==> src/rtl/warships_pkg.sv <==
// Shared definitions for the warships display logic: blink states,
// active-low seven-segment codes and digit-split helpers.
package warships_pkg;

  typedef enum logic {
    VISIBLE = 1'b0,
    HIDDEN  = 1'b1
  } blink_state_t;

  // Segment codes are active-low, bit order g..a (seg[6]=g, seg[0]=a)
  localparam logic [6:0] SEG_BLANK = 7'h7F;
  localparam logic [6:0] SEG_0     = 7'b1000000;
  localparam logic [6:0] SEG_1     = 7'b1111001;
  localparam logic [6:0] SEG_2     = 7'b0100100;
  localparam logic [6:0] SEG_3     = 7'b0110000;
  localparam logic [6:0] SEG_4     = 7'b0011001;
  localparam logic [6:0] SEG_5     = 7'b0010010;
  localparam logic [6:0] SEG_6     = 7'b0000010;
  localparam logic [6:0] SEG_7     = 7'b1111000;
  localparam logic [6:0] SEG_8     = 7'b0000000;
  localparam logic [6:0] SEG_9     = 7'b0010000;

  // A 4-bit value never exceeds 15, so its tens digit is only ever 0 or 1
  function automatic logic [3:0] tens_of(input logic [3:0] value);
    return (value >= 4'd10) ? 4'd1 : 4'd0;
  endfunction

  function automatic logic [3:0] units_of(input logic [3:0] value);
    return value - ((value >= 4'd10) ? 4'd10 : 4'd0);
  endfunction

endpackage

==> src/rtl/seg7_decoder.sv <==
// Combinational BCD digit to active-low seven-segment decoder.
// Codes above 9 decode to a blank digit.
module seg7_decoder (
  input  logic [3:0] digit,
  output logic [6:0] seg
);
  import warships_pkg::*;

  // Look up the segment pattern for the requested digit
  always_comb begin
    seg = SEG_BLANK;
    case (digit)
      4'd0:    seg = SEG_0;
      4'd1:    seg = SEG_1;
      4'd2:    seg = SEG_2;
      4'd3:    seg = SEG_3;
      4'd4:    seg = SEG_4;
      4'd5:    seg = SEG_5;
      4'd6:    seg = SEG_6;
      4'd7:    seg = SEG_7;
      4'd8:    seg = SEG_8;
      4'd9:    seg = SEG_9;
      default: seg = SEG_BLANK;
    endcase
  end

endmodule

==> src/rtl/score_disp.sv <==
// Four-digit multiplexed score display: own ships on the left pair of
// digits, enemy ships on the right pair, whole display blinking once the
// game has ended. Inputs are sampled once per full scan so a scan is
// always self-consistent.
module score_disp #(
  parameter int REFRESH_CYCLES = 25000,
  parameter int BLINK_FRAMES   = 64
) (
  input  logic       clk,
  input  logic       rst,
  input  logic [3:0] my_ctr,
  input  logic [3:0] en_ctr,
  input  logic       game_end,
  output logic [6:0] seg,
  output logic [3:0] an
);
  import warships_pkg::*;

  localparam int RW = (REFRESH_CYCLES > 1) ? $clog2(REFRESH_CYCLES) : 1;
  localparam int FW = (BLINK_FRAMES > 1) ? $clog2(BLINK_FRAMES) : 1;

  logic [RW-1:0] refresh_cnt;
  logic [1:0]    slot;
  logic [FW-1:0] frame_cnt;
  logic [FW-1:0] frame_next;
  logic [3:0]    snap_my;
  logic [3:0]    snap_en;
  logic          snap_end;
  blink_state_t  state;
  blink_state_t  state_next;

  logic          terminal;
  logic          wrap;
  logic [3:0]    digit;
  logic          blank;
  logic [6:0]    dec_seg;

  assign terminal = (refresh_cnt == RW'(REFRESH_CYCLES - 1));
  assign wrap     = terminal && (slot == 2'd3);

  // Refresh timer, slot rotation and once-per-scan input snapshot
  always_ff @(posedge clk) begin
    if (!rst) begin
      refresh_cnt <= '0;
      slot        <= 2'd0;
      snap_my     <= 4'd0;
      snap_en     <= 4'd0;
      snap_end    <= 1'b0;
    end else begin
      refresh_cnt <= terminal ? '0 : refresh_cnt + 1'b1;
      if (terminal) begin
        slot <= slot + 2'd1;
      end
      if (wrap) begin
        snap_my  <= my_ctr;
        snap_en  <= en_ctr;
        snap_end <= game_end;
      end
    end
  end

  // Blink state and frame counter registers
  always_ff @(posedge clk) begin
    if (!rst) begin
      state     <= VISIBLE;
      frame_cnt <= '0;
    end else begin
      state     <= state_next;
      frame_cnt <= frame_next;
    end
  end

  // Blink next-state: only scans completed under a latched game_end count,
  // and a newly latched game_end=0 forces the display back on immediately
  always_comb begin
    state_next = state;
    frame_next = frame_cnt;
    if (wrap) begin
      if (!game_end) begin
        state_next = VISIBLE;
        frame_next = '0;
      end else if (snap_end) begin
        if (frame_cnt == FW'(BLINK_FRAMES - 1)) begin
          state_next = (state == VISIBLE) ? HIDDEN : VISIBLE;
          frame_next = '0;
        end else begin
          frame_next = frame_cnt + 1'b1;
        end
      end
    end
  end

  // Select the digit for the active slot; tens slots blank on a zero digit
  always_comb begin
    digit = 4'd0;
    blank = 1'b0;
    unique case (slot)
      2'd0: digit = units_of(snap_en);
      2'd1: begin
        digit = tens_of(snap_en);
        blank = (digit == 4'd0);
      end
      2'd2: digit = units_of(snap_my);
      2'd3: begin
        digit = tens_of(snap_my);
        blank = (digit == 4'd0);
      end
    endcase
  end

  seg7_decoder u_decoder (
    .digit (digit),
    .seg   (dec_seg)
  );

  // Registered anode and segment drive
  always_ff @(posedge clk) begin
    if (!rst) begin
      an  <= 4'hF;
      seg <= SEG_BLANK;
    end else if (state == HIDDEN || blank) begin
      an  <= 4'hF;
      seg <= SEG_BLANK;
    end else begin
      an  <= ~(4'b0001 << slot);
      seg <= dec_seg;
    end
  end

endmodule

==> config.mk <==
export PLATFORM = sky130hd
export DESIGN_NAME = score_disp
export DESIGN_NICKNAME = d
export VERILOG_FILES = /design/src/rtl/warships_pkg.sv /design/src/rtl/seg7_decoder.sv /design/src/rtl/score_disp.sv
export SDC_FILE = /design/constraint.sdc
export NUM_CORES = 1
export LEC_CHECK = 0
export ABC_CLOCK_PERIOD_IN_PS = 4700
export BUFFER_PORTS_ARGS = -buffer_cell sky130_fd_sc_hd__buf_4
export CAP_MARGIN = 20
export CORE_UTILIZATION = 45
export DETAILED_ROUTE_END_ITERATION = 8
export SLEW_MARGIN = 5
export SYNTH_ARGS = -nofsm -noshare
export SYNTH_HDL_FRONTEND = slang
export SYNTH_SLANG_ARGS = --single-unit
==> constraint.sdc <==
create_clock -name clk -period 4.7 [get_ports clk]
set_clock_uncertainty 0.15 [all_clocks]
set_input_delay 0.235 -clock clk [delete_from_list [all_inputs] [get_ports clk]]
set_output_delay 0.235 -clock clk [all_outputs]
set_load 0.02 [all_outputs]
# Word level (Yosys, flattened, before mapping)
# Memories as Yosys holds them, arrays and structs flattened. A register that Yosys moved wholly into a read port is not among the register bits.
# Index checks and enable logic that the tools add are counted.
classes:
  n_addsub: 5
  n_lt_le_gt_ge: 2
  eq_ne: 7
  shift: 1
  n_mux: 13
  n_bitwise: 2
  n_reduce_logical: 9
op_table:
  columns: ["op", "count"]
  rows:
  - ["6-bit two-way mux", 3]
  - ["4-bit case mux with 4 select lines", 1]
  - ["15-bit by 1-bit adder with 15-bit output (second input constant)", 1]
  - ["15-bit equality test (second input constant)", 1]
  - ["4-bit >= comparator (second input constant)", 2]
  - ["4-bit zero test", 2]
  - ["4-bit two-way mux", 2]
  - ["4-bit subtractor", 2]
  - ["6-bit by 1-bit adder with 6-bit output (second input constant)", 1]
  - ["6-bit equality test (second input constant)", 1]
  - ["1-bit two-way mux", 6]
  - ["2-bit equality test (second input constant)", 2]
  - ["2-bit by 1-bit != test with 1-bit output (second input constant)", 2]
  - ["4-bit inverter", 1]
  - ["2-bit OR reduction", 2]
  - ["1-bit by 2-bit << shifter with 4-bit output (first input constant)", 1]
  - ["3-bit AND reduction", 1]
  - ["2-bit by 1-bit adder with 2-bit output (second input constant)", 1]
  - ["2-bit by 1-bit equality test with 1-bit output (second input constant)", 1]
  - ["2-bit zero test", 1]
  - ["1-bit case mux with 2 select lines", 1]
  - ["2-bit AND reduction", 1]
  - ["1-bit logical AND", 1]
  - ["1-bit logical OR", 1]
  - ["1-bit inverter", 1]
totals:
  reg_bits: 37
  mem_bits_ro: 112
  in_bits: 11
  wordCells: 48
  mem_count: 1
mem_list:
  columns: ["name", "depth", "word_bits", "rd", "rd_clocked_by_memory_dff", "write_ports", "line", "source"]
  rows:
  - ["(name not given)", 16, 7, 1, 1, 0, "seg7_decoder.sv:12", "case (digit)"]

# Longest topological paths before layout
# Gate-level depths: netlist (run 1).
logic_depth:
  ltp_word: 6
  mapped_depth: 9
  depth_no_buf: 8

# Hierarchy
# Synthesis (run 1) repeated with hierarchy kept, for this count alone.
unflattened:
  hier_cells: 255
  hier_area_um2: 2284.7
modules_own_cells:
  columns: ["module", "n_inst", "cells_each", "area_each_um2", "seq_area_each_um2"]
  rows:
  - ["score_disp", 1, 222, 2074.5, 880.8]
  - ["seg7_decoder", 1, 33, 210.2, 0.0]

# Least setup slack after synthesis (run 1)
# Ideal clock, no wire load.
synth_path:
  path_kind: "reg-to-reg"
  from: "reg snap_my[1]"
  to: "reg seg[0]"
  setup_ns: 0.120
  arrival_time_ns: 1.892
  slack_ns: 2.538
  path_stages_with_launch: 8
  n_path_buf: 0
  cell_sequence: "dfxtp_1 > o21a_1 > ha_1 > ha_1 > xor2_1 > a22oi_1 > o21ai_0 > a211o_1"
synth_via:
  elab_chain_len: 6
  word_cells_on_any_way: 9
synth_rtl:
  columns: ["item", "line", "source"]
  rows:
  - ["start, declared", "score_disp.sv:26", "logic [3:0] snap_my;"]
  - ["start signal, assigned", "score_disp.sv:55", "snap_my <= my_ctr;"]
  - ["branches (longest 6 deep; another with 4-bit >= comparator)", null, null]
  - ["end, declared", "score_disp.sv:14", "output logic [6:0] seg,"]
# Parallel ways; which one is timed is not known.
# A chain may end at the register's enable or synchronous reset.

# Worst setup path in the final report (run 1)
layout_path:
  from: "reg snap_my[1]"
  to: "reg seg[3]"
# The elaborated chain is that of the path after synthesis.

==> impl_metrics.py, run 1 <==
metrics = {
    "cells_and_area": {
        "fill_cells": 486,
        "layout-drive-gt1-share": 0.1728,
        "fin_area_um2": 2549,
        "areaGrowthSynthToFinish_pct": 10.65,
        "nNetsFinal": 299,
        "layout_common_cells": "44 x dfxtp_1, 36 x nand2_1, 21 x buf_4",
        "antenna_cells": 0,
        "final_common_cell": "dfxtp_1",
    },
    "critical_path": {
        "cp_num_cells": 7,
        "worstReg2RegStart": "snap_my[1]",
        "path_class": "flip-flop to flip-flop",
        "r2r-end": "seg[3]",
        "r2r_slack_ns": 2.27,
        "worst_path_most_repeated_cell": "ha_1",
        "required_ns": 4.72,
        "crit_path_start_kind": "flip-flop",
        "critPathBufInv": 0,
        "critPathTopFamily": "compound AO/OA/AOI/OAI gates",
        "endpoint_kind": "flip-flop",
        "worstPathCellList": "o21a_1 -> ha_1 -> ha_1 -> xor2_1 -> a22oi_1 -> o21ai_0 -> a211o_1",
        "crit_slowest_cell": "a22oi_1",
        "critPathArrivalTime_ns": 2.45,
        "rr_worst_depth": 7,
        "cpPeakStageDelay_ns": 0.58,
        "cp_max_fo": 10,
    },
    "synth": {
        "ys_types": 53,
        "netlist_top_cells_area": "dfxtp_1 38%, ha_1 7.6%, nand2_1 5.9%",
        "syn_avg_cell_area_um2": 9.069,
        "async_flop_share": 0,
        "synth_ff_type": "dfxtp_1",
        "yosysWarnings": 0,
        "synthesis.area_um2": 2303,
        "synth-edff-count": 0,
        "netlist_instances": 254,
        "synth_seq_cells": 44,
        "yosysTopAreaCellShare": 0.3824,
        "yosysSeqAreaShare": 0.3824,
        "yosys.area.top_type": "dfxtp_1",
        "syn_nets": 279,
    },
    "route": {
        "first_iter_violations": 67,
        "wl_mm": 3.950,
        "firstDrtPassIters": 4,
        "wl_per_cell_um": 11.65,
        "via_count": 1672,
        "vias_per_cell": 4.932,
        "drcViolationCount": 0,
        "ant_nets": 0,
    },
    "timing": {
        "fin_setup_tns_ns": 0,
        "period_needed_ns": 2.426,
        "slew_violations": 0,
        "fmax_ghz": 0.4122,
        "hold_viol": 0,
        "fin_crit_sh": 0.5162,
        "worst_slew_pin_slew_ns": 0.6827,
        "setup_viol": 0,
        "max-slew-margin-rel": 0.5449,
        "rsz0062_at_grt": "false",
    },
    "worst_hold_path": {
        "worstHoldPathCells": 3,
        "worstHoldPathType": "input port to flip-flop",
        "hp-start": "en_ctr[3]",
        "whs_endpoint": "snap_en[3]",
    },
    "floorplanning": {
        "core_area_um2": 4817,
        "die_height_um": 73.55,
        "start_util": 0.4782,
        "dieArea_um2": 5409,
        "ios": 22,
        "fp.dieW_um": 73.55,
        "row_count": 25,
    },
    "global_routing": {
        "grt_usage": 0.1629,
        "grt_pass1_wl_mm": 6.699,
        "grt_pass1_vias": 1469,
        "grt_max_degree": 24,
        "antenna_found_initial": 0,
        "overflow": 0,
    },
    "cts": {
        "htree_levels": 2,
        "cts_buffers": 5,
        "ctsLongestPathBuffers": 2,
        "post_cts_buffers": 0,
        "cts-root-buf": "clkbuf_8",
        "clk_pin_slew_ns": 0.07,
        "hold_buffers": 0,
        "tritoncts": "yes",
        "clock-sinks": 44,
        "ctsResizeCount": 0,
        "clkLatencyLatePin_ns": 0.29,
    },
    "power": {
        "pwr_density_cell_nw_per_um2": 242.2,
        "leakage_nw": 0.9539,
        "ir_worst_vdd_v": 0.0001132,
    },
    "placement": {
        "placed_area_um2": 2480,
        "io_buffers": 21,
        "place_congestion": 0.7717,
        "dp_hpwl_mm": 2.899,
    },
    "job": {
        "cap_viol_max_count": 0,
    },
    "run_status": {
        "status": "complete, no violations",
    },
}
## area by class of cell
| cell class | instances | area [um2] | share of cell area |
|---|---|---|---|
| sequential | 44 | 880.8 | 0.3456 |
| timing repair buffer | 21 | 157.7 | 0.06186 |
| tap | 67 | 83.83 | 0.03289 |
| inverter | 16 | 60.06 | 0.02356 |
| clock buffer | 5 | 68.82 | 0.02700 |
| multi-input combinational | 186 | 1297 | 0.5091 |
## registers in the layout, indices dropped and copies added, names as in the netlist
signal,cells
seg,7
refresh_cnt,15
slot,2
snap_my,4
frame_cnt,6
state,1
snap_en,4
an,4
snap_end,1
## per-layer routing
| layer | vias to the layer above | wire length (um) | part of all wire | GRT usage |
|---|---|---|---|---|
| li1 | 907 | - | - | - |
| met1 | 736 | 2115 | 0.54 | 0.2307 |
| met2 | 25 | 1640 | 0.42 | 0.2324 |
| met3 | 4 | 146 | 0.037 | 0.04527 |
| met4 | 0 | 48 | 0.012 | 0.06410 |
| met5 | - | 0 | 0 | 0 |
## worst max-delay path by stage
| stage | slack, ns | startpoint | endpoint |
|---|---|---|---|
| floorplan | 2.54 | snap_my[1] | seg[0] |
| global placement | 2.35 | snap_my[1] | seg[3] |
| detailed placement | 2.29 | snap_my[1] | seg[3] |
| CTS | 2.29 | snap_my[1] | seg[3] |
| global route | 2.04 | snap_en[1] | seg[3] |
| finish | 2.27 | snap_my[1] | seg[3] |
## where the power goes
part	internal (mW)	switching [mW]	leakage (nW)
logic	0.0162	0.0160	0.560
clock network	0.0957	0.109	0.0359
registers	0.378	0.00248	0.358
total	0.490	0.127	0.954
## cell usage after synthesis (2+ instances only)
cell type	count
dfxtp_1	44
nand2_1	36
nor2_1	20
inv_1	16
ha_1	14
nand3_1	10
xor2_1	10
a21boi_2	9
o21ai_0	8
xnor2_1	6
a21boi_0	5
and3_1	5
nor3b_1	5
buf_6	4
nand4_1	4
nor3_1	4
o21a_1	4
a21oi_1	3
and2_1	3
nor2b_1	3
o211ai_1	3
a211o_1	2
a21o_1	2
clkbuf_1	2
o211a_1	2
o22ai_1	2
or2_2	2
## worst reg2reg max path: stages (launching register included)
cell     delay, ns
dfxtp_1       0.34
o21a_1        0.21
ha_1          0.18
ha_1          0.18
xor2_1        0.16
a22oi_1       0.58
o21ai_0       0.24
a211o_1       0.27
## kinds of logic (layout without fill, tap and decap cells)
group,Yosys count,after routing,share of synthesized area
AOI/OAI and AO/OA,49,49,0.1744
xor gates and xnor gates,16,16,0.06083
adders and majority gates,14,14,0.07605
buffers and inverters,24,42,0.05432
DFF,44,44,0.3824
muxes,2,2,0.009234
and+or+nand+nor,105,105,0.2428
## stage by stage
| stage | total power [mW] | util | hold slack, ns | worst slack, ns | cells |
|---|---|---|---|---|---|
| 6_report | 0.6174 | 0.5291 | 0.05351 | 2.274 | 339 |
| 2_1_floorplan | 0.4087 | - | 0.2374 | 2.538 | 254 |
| 4_1_cts | 0.6297 | 0.5291 | 0.04722 | 2.287 | 339 |
| 5_1_grt | 0.6459 | 0.5291 | 0.04435 | 2.045 | 339 |
| 3_5_place_dp | 0.4218 | 0.5148 | 0.2870 | 2.292 | 334 |
| 3_3_place_gp | 0.4219 | 0.5148 | 0.2781 | 2.349 | 334 |
No activity file was read; power rests on OpenSTA's default activity.
==> inputs of run 2 (changes only) <==
- ABC_CLOCK_PERIOD_IN_PS: 4700 -> 2550
- clock period: 4.7 -> 2.55 ns (I/O delays scaled with it)
==> run 2 against run 1 <==
Against the previous run:
- combinational power rose by 130%
- cell count is 3.2% higher
- die area is the same
==> impl_metrics.py, run 2 (synthesis results as in run 1) <==
metrics = {
    "run_status": {
        "status": "complete, no violations",
    },
    "cts": {
        "clk_pin_slew_ns": 0.08,
        "cts_buffers": 5,
        "clkLatencyLatePin_ns": 0.29,
        "htree_levels": 2,
        "tritoncts": "yes",
        "post_cts_buffers": 0,
        "clock-sinks": 44,
        "cts-root-buf": "clkbuf_8",
        "ctsLongestPathBuffers": 2,
    },
    "critical_path": {
        "r2r_slack_ns": 0.22,
        "r2r-end": "seg[3]",
        "rr_worst_depth": 7,
        "endpoint_kind": "flip-flop",
        "cp_max_fo": 7,
        "worstReg2RegStart": "snap_my[1]",
        "path_class": "flip-flop to flip-flop",
        "crit_path_start_kind": "flip-flop",
        "critPathArrivalTime_ns": 2.36,
        "required_ns": 2.57,
    },
    "global_routing": {
        "grt_max_degree": 24,
        "grt_usage": 0.1787,
        "overflow": 0,
        "antenna_found_initial": 0,
        "grt_pass1_wl_mm": 7.465,
        "grt_pass1_vias": 1676,
    },
    "cells_and_area": {
        "antenna_cells": 0,
        "multi_input_area_um2": 1310,
        "regMostFlops": "refresh_cnt",
        "nNetsFinal": 310,
        "biggestRegsByFlops": "refresh_cnt (15), seg (7), frame_cnt (6)",
        "layout-drive-gt1-share": 0.1731,
        "fill_cells": 480,
        "largest_reg_flops": 15,
        "layout_common_cells": "44 x dfxtp_1, 36 x nand2_1, 23 x buf_4",
        "seq_area_um2": 880.8,
        "final_common_cell": "dfxtp_1",
        "areaGrowthSynthToFinish_pct": 15.75,
    },
    "power": {
        "leakage_nw": 1.004,
        "pwr_density_cell_nw_per_um2": 433.7,
        "ir_worst_vdd_v": 0.0002807,
        "p_total_mw": 1.156,
    },
    "timing": {
        "max-slew-margin-rel": 0.6627,
        "setup_viol": 0,
        "rsz0062_at_grt": "false",
        "period_needed_ns": 2.335,
        "fmax_ghz": 0.4283,
        "fin_setup_tns_ns": 0,
        "hold_ws_ns": 0.04799,
        "hold_viol": 0,
        "fin_crit_sh": 0.9157,
        "worst_slew_pin_slew_ns": 0.5020,
        "slew_violations": 0,
        "postLayoutSetupSlackWorst_ns": 0.2151,
    },
    "route": {
        "wl_mm": 4.280,
        "via_count": 1777,
        "drcViolationCount": 0,
        "wl_per_cell_um": 12.23,
        "ant_nets": 0,
        "vias_per_cell": 5.077,
        "firstDrtPassIters": 5,
        "first_iter_violations": 62,
    },
    "floorplanning": {
        "start_util": 0.4782,
        "die_height_um": 73.55,
        "dieArea_um2": 5409,
        "fp.dieW_um": 73.55,
        "ios": 22,
        "row_count": 25,
        "core_area_um2": 4817,
    },
    "placement": {
        "dp_hpwl_mm": 3.061,
        "place_ws_ns": 0.1795,
        "io_buffers": 21,
        "place_congestion": 0.8237,
    },
    "worst_hold_path": {
        "worstHoldPathCells": 2,
        "whs_endpoint": "frame_cnt[0]",
        "worstHoldPathType": "input port to flip-flop",
        "hp-start": "rst",
    },
    "job": {
        "cap_viol_max_count": 0,
    },
}
==> run 2: power breakdown <==
part | switching [mW] | leakage, nW | internal (mW) | total, mW
Combinational | 0.0329 | 0.611 | 0.0398 | 0.0727
Sequential | 0.00481 | 0.358 | 0.697 | 0.702
Clock | 0.205 | 0.0359 | 0.177 | 0.382
==> run 2: worst max-delay path by stage <==
stage	endpoint	cells after the start	slack, ns	from
2_1_floorplan	seg[0]	7	0.39	snap_my[1]
3_3_place_gp	seg[3]	7	0.24	snap_en[1]
3_5_place_dp	seg[0]	7	0.18	snap_en[1]
4_1_cts	seg[0]	7	0.15	snap_en[1]
5_1_grt	seg[4]	8	0.08	slot[0]
6_report	seg[3]	7	0.22	snap_my[1]
==> run 2: cell type report <==
cell class,count,area share
multi-input cells,186,0.4913
clock buffers,5,0.02581
well taps,67,0.03144
flip-flops and latches,44,0.3304
repair buffers,32,0.09855
inverters,16,0.02252
==> run 2: per-stage QoR <==
| step | area, um2 | util | instances |
|---|---|---|---|
| finish | 2666 | 0.5535 | 350 |
| global route | 2666 | 0.5535 | 350 |
| global placement | 2495 | 0.5179 | 336 |
| detailed placement | 2495 | 0.5179 | 336 |
| floorplan | 2303 | - | 254 |
| CTS | 2654 | 0.5509 | 350 |
==> run 2: worst max-delay path, stage by stage, from the launching register on <==
cell and delay, ns:
dfxtp_1 0.35, o21a_1 0.21, ha_1 0.18, ha_1 0.28
nor3b_1 0.44, a2111oi_4 0.10, and3_1 0.24, a211o_1 0.27
==> run 2: metal layers <==
layer,global-route usage,part of all wire,up-vias
met5,0,0,-
met4,0.05556,0.013,0
met3,0.04252,0.038,5
met2,0.2813,0.43,35
met1,0.2411,0.52,806
li1,-,-,931
==> run 2: timing repair <==
action / CTS / global route
setup endpoints to repair: 0 / 2
hold buffers: 9 / 0
resized for setup: 0 / 1
hold endpoints to repair: 10 / 0
==> inputs of run 3 (changes only) <==
- CELL_PAD_IN_SITES_DETAIL_PLACEMENT: default -> 1
- CELL_PAD_IN_SITES_GLOBAL_PLACEMENT: default -> 2
- CORE_UTILIZATION: 45 -> 36
- PLACE_DENSITY_LB_ADDON: default -> 0.1
==> run 3 against run 2 <==
Against the previous run:
- setup slack lost 0.015 ns
- fmax fell by 0.65%
- cell count increased by 3.1%
- sequential power is essentially flat
- global-route usage shrank 1.0 points
- non-clock buffer count unchanged
- critical path depth did not move
- first-iteration DRC count down 3.2%
- clock power increased by 19%
- critical endpoint unchanged
- largest power group unchanged
==> impl_metrics.py, run 3 (synthesis results as in run 1) <==
metrics = {
    "cells_and_area": {
        "fill_cells": 717,
        "biggestRegsByFlops": "refresh_cnt (15), seg (7), frame_cnt (6)",
        "final_core_util": 0.4451,
        "instances_no_fill": 361,
        "layout_common_cells": "44 x dfxtp_1, 36 x nand2_1, 23 x buf_4",
        "largest_reg_flops": 15,
        "final_common_cell": "dfxtp_1",
        "fin_area_um2": 2698,
        "regMostFlops": "refresh_cnt",
        "layout-drive-gt1-share": 0.1748,
        "areaGrowthSynthToFinish_pct": 17.11,
        "nNetsFinal": 310,
        "antenna_cells": 0,
    },
    "global_routing": {
        "grt_max_degree": 24,
        "grt_pass1_wl_mm": 8.604,
        "overflow": 0,
        "grt_usage": 0.1685,
        "antenna_found_initial": 0,
        "grt_pass1_vias": 1796,
    },
    "floorplanning": {
        "dieArea_um2": 6722,
        "row_count": 28,
        "ios": 22,
        "core_area_um2": 6061,
        "start_util": 0.3801,
        "fp.dieW_um": 81.99,
        "die_height_um": 81.99,
    },
    "critical_path": {
        "r2r-end": "seg[3]",
        "endpoint_kind": "flip-flop",
        "r2r_slack_ns": 0.20,
        "worstReg2RegStart": "snap_my[1]",
        "path_class": "flip-flop to flip-flop",
        "crit_path_start_kind": "flip-flop",
        "critPathArrivalTime_ns": 2.38,
        "startpoint": "snap_my[1]",
        "rr_worst_depth": 7,
        "cp-endpoint": "seg[3]",
        "cp_max_fo": 7,
        "required_ns": 2.58,
    },
    "run_status": {
        "status": "complete, no violations",
    },
    "cts": {
        "clkLatencyLatePin_ns": 0.30,
        "clk_pin_slew_ns": 0.08,
        "cts-root-buf": "clkbuf_8",
        "cts_buffers": 5,
        "ctsLongestPathBuffers": 2,
        "tritoncts": "yes",
        "clock-sinks": 44,
        "htree_levels": 2,
        "post_cts_buffers": 0,
    },
    "timing": {
        "fmax_ghz": 0.4255,
        "slew_violations": 0,
        "fin_setup_tns_ns": 0,
        "rsz0062_at_grt": "false",
        "period_needed_ns": 2.350,
        "hold_viol": 0,
        "hold_ws_ns": 0.04089,
        "max-slew-margin-rel": 0.6475,
        "setup_viol": 0,
        "fin_crit_sh": 0.9217,
        "worst_slew_pin_slew_ns": 0.5247,
        "postLayoutSetupSlackWorst_ns": 0.1998,
    },
    "placement": {
        "place_congestion": 0.7441,
        "placed_area_um2": 2505,
        "place_ws_ns": 0.1649,
        "dp.cells": 344,
        "dp_hpwl_mm": 3.561,
        "io_buffers": 21,
    },
    "route": {
        "vias_per_cell": 5.058,
        "firstDrtPassIters": 4,
        "ant_nets": 0,
        "drcViolationCount": 0,
        "wl_mm": 5.019,
        "wl_per_cell_um": 13.90,
        "first_iter_violations": 60,
        "via_count": 1826,
    },
    "power": {
        "ir_worst_vdd_v": 0.0001988,
        "p_total_mw": 1.230,
        "pwr_density_cell_nw_per_um2": 455.9,
        "leakage_nw": 1.014,
    },
    "worst_hold_path": {
        "worstHoldPathType": "input port to flip-flop",
    },
    "job": {
        "cap_viol_max_count": 0,
    },
}
## run 3: worst min-delay path by stage
stage | endpoint | start | cells past startpoint | slack, ns
floorplan | snap_en[0] | en_ctr[0] | 2 | 0.13
global placement | snap_my[3] | my_ctr[3] | 3 | 0.25
detailed placement | snap_en[3] | en_ctr[3] | 3 | 0.25
CTS | frame_cnt[0] | rst | 2 | 0.03
global route | frame_cnt[0] | rst | 2 | 0.05
finish | frame_cnt[0] | rst | 2 | 0.04
## run 3: routing by layer
| metal | track usage | part of all wire | wire (um) | up-vias |
|---|---|---|---|---|
| li1 | - | - | - | 937 |
| met1 | 0.2276 | 0.52 | 2600 | 859 |
| met2 | 0.2645 | 0.45 | 2237 | 24 |
| met3 | 0.04000 | 0.025 | 126 | 6 |
| met4 | 0.04737 | 0.011 | 54 | 0 |
| met5 | 0 | 0 | 0 | - |
## run 3: layout make-up
class / instances / area [um2] / area share
clock buffer: 8 / 90.09 / 0.03340
inverter: 16 / 60.06 / 0.02226
multi-input combinational: 186 / 1310 / 0.4856
sequential: 44 / 880.8 / 0.3265
tap: 75 / 93.84 / 0.03479
timing repair buffer: 32 / 262.8 / 0.09740
## run 3: timing repair
action,in CTS,in global routing
hold buffers,9,0
hold endpoints to repair,12,0
resized for setup,0,1
setup endpoints to repair,0,2
## run 3: report_power, final
group	leakage [nW]	switching [mW]	internal, mW
Sequential	0.358	0.00482	0.696
Clock	0.0455	0.234	0.221
Combinational	0.611	0.0337	0.0400
Total	1.01	0.272	0.958
## run 3: worst max-delay path: stages (launching register included)
cell,delay (ns)
dfxtp_1,0.35
o21a_1,0.22
ha_1,0.19
ha_1,0.28
nor3b_1,0.44
a2111oi_4,0.10
and3_1,0.23
a211o_1,0.27
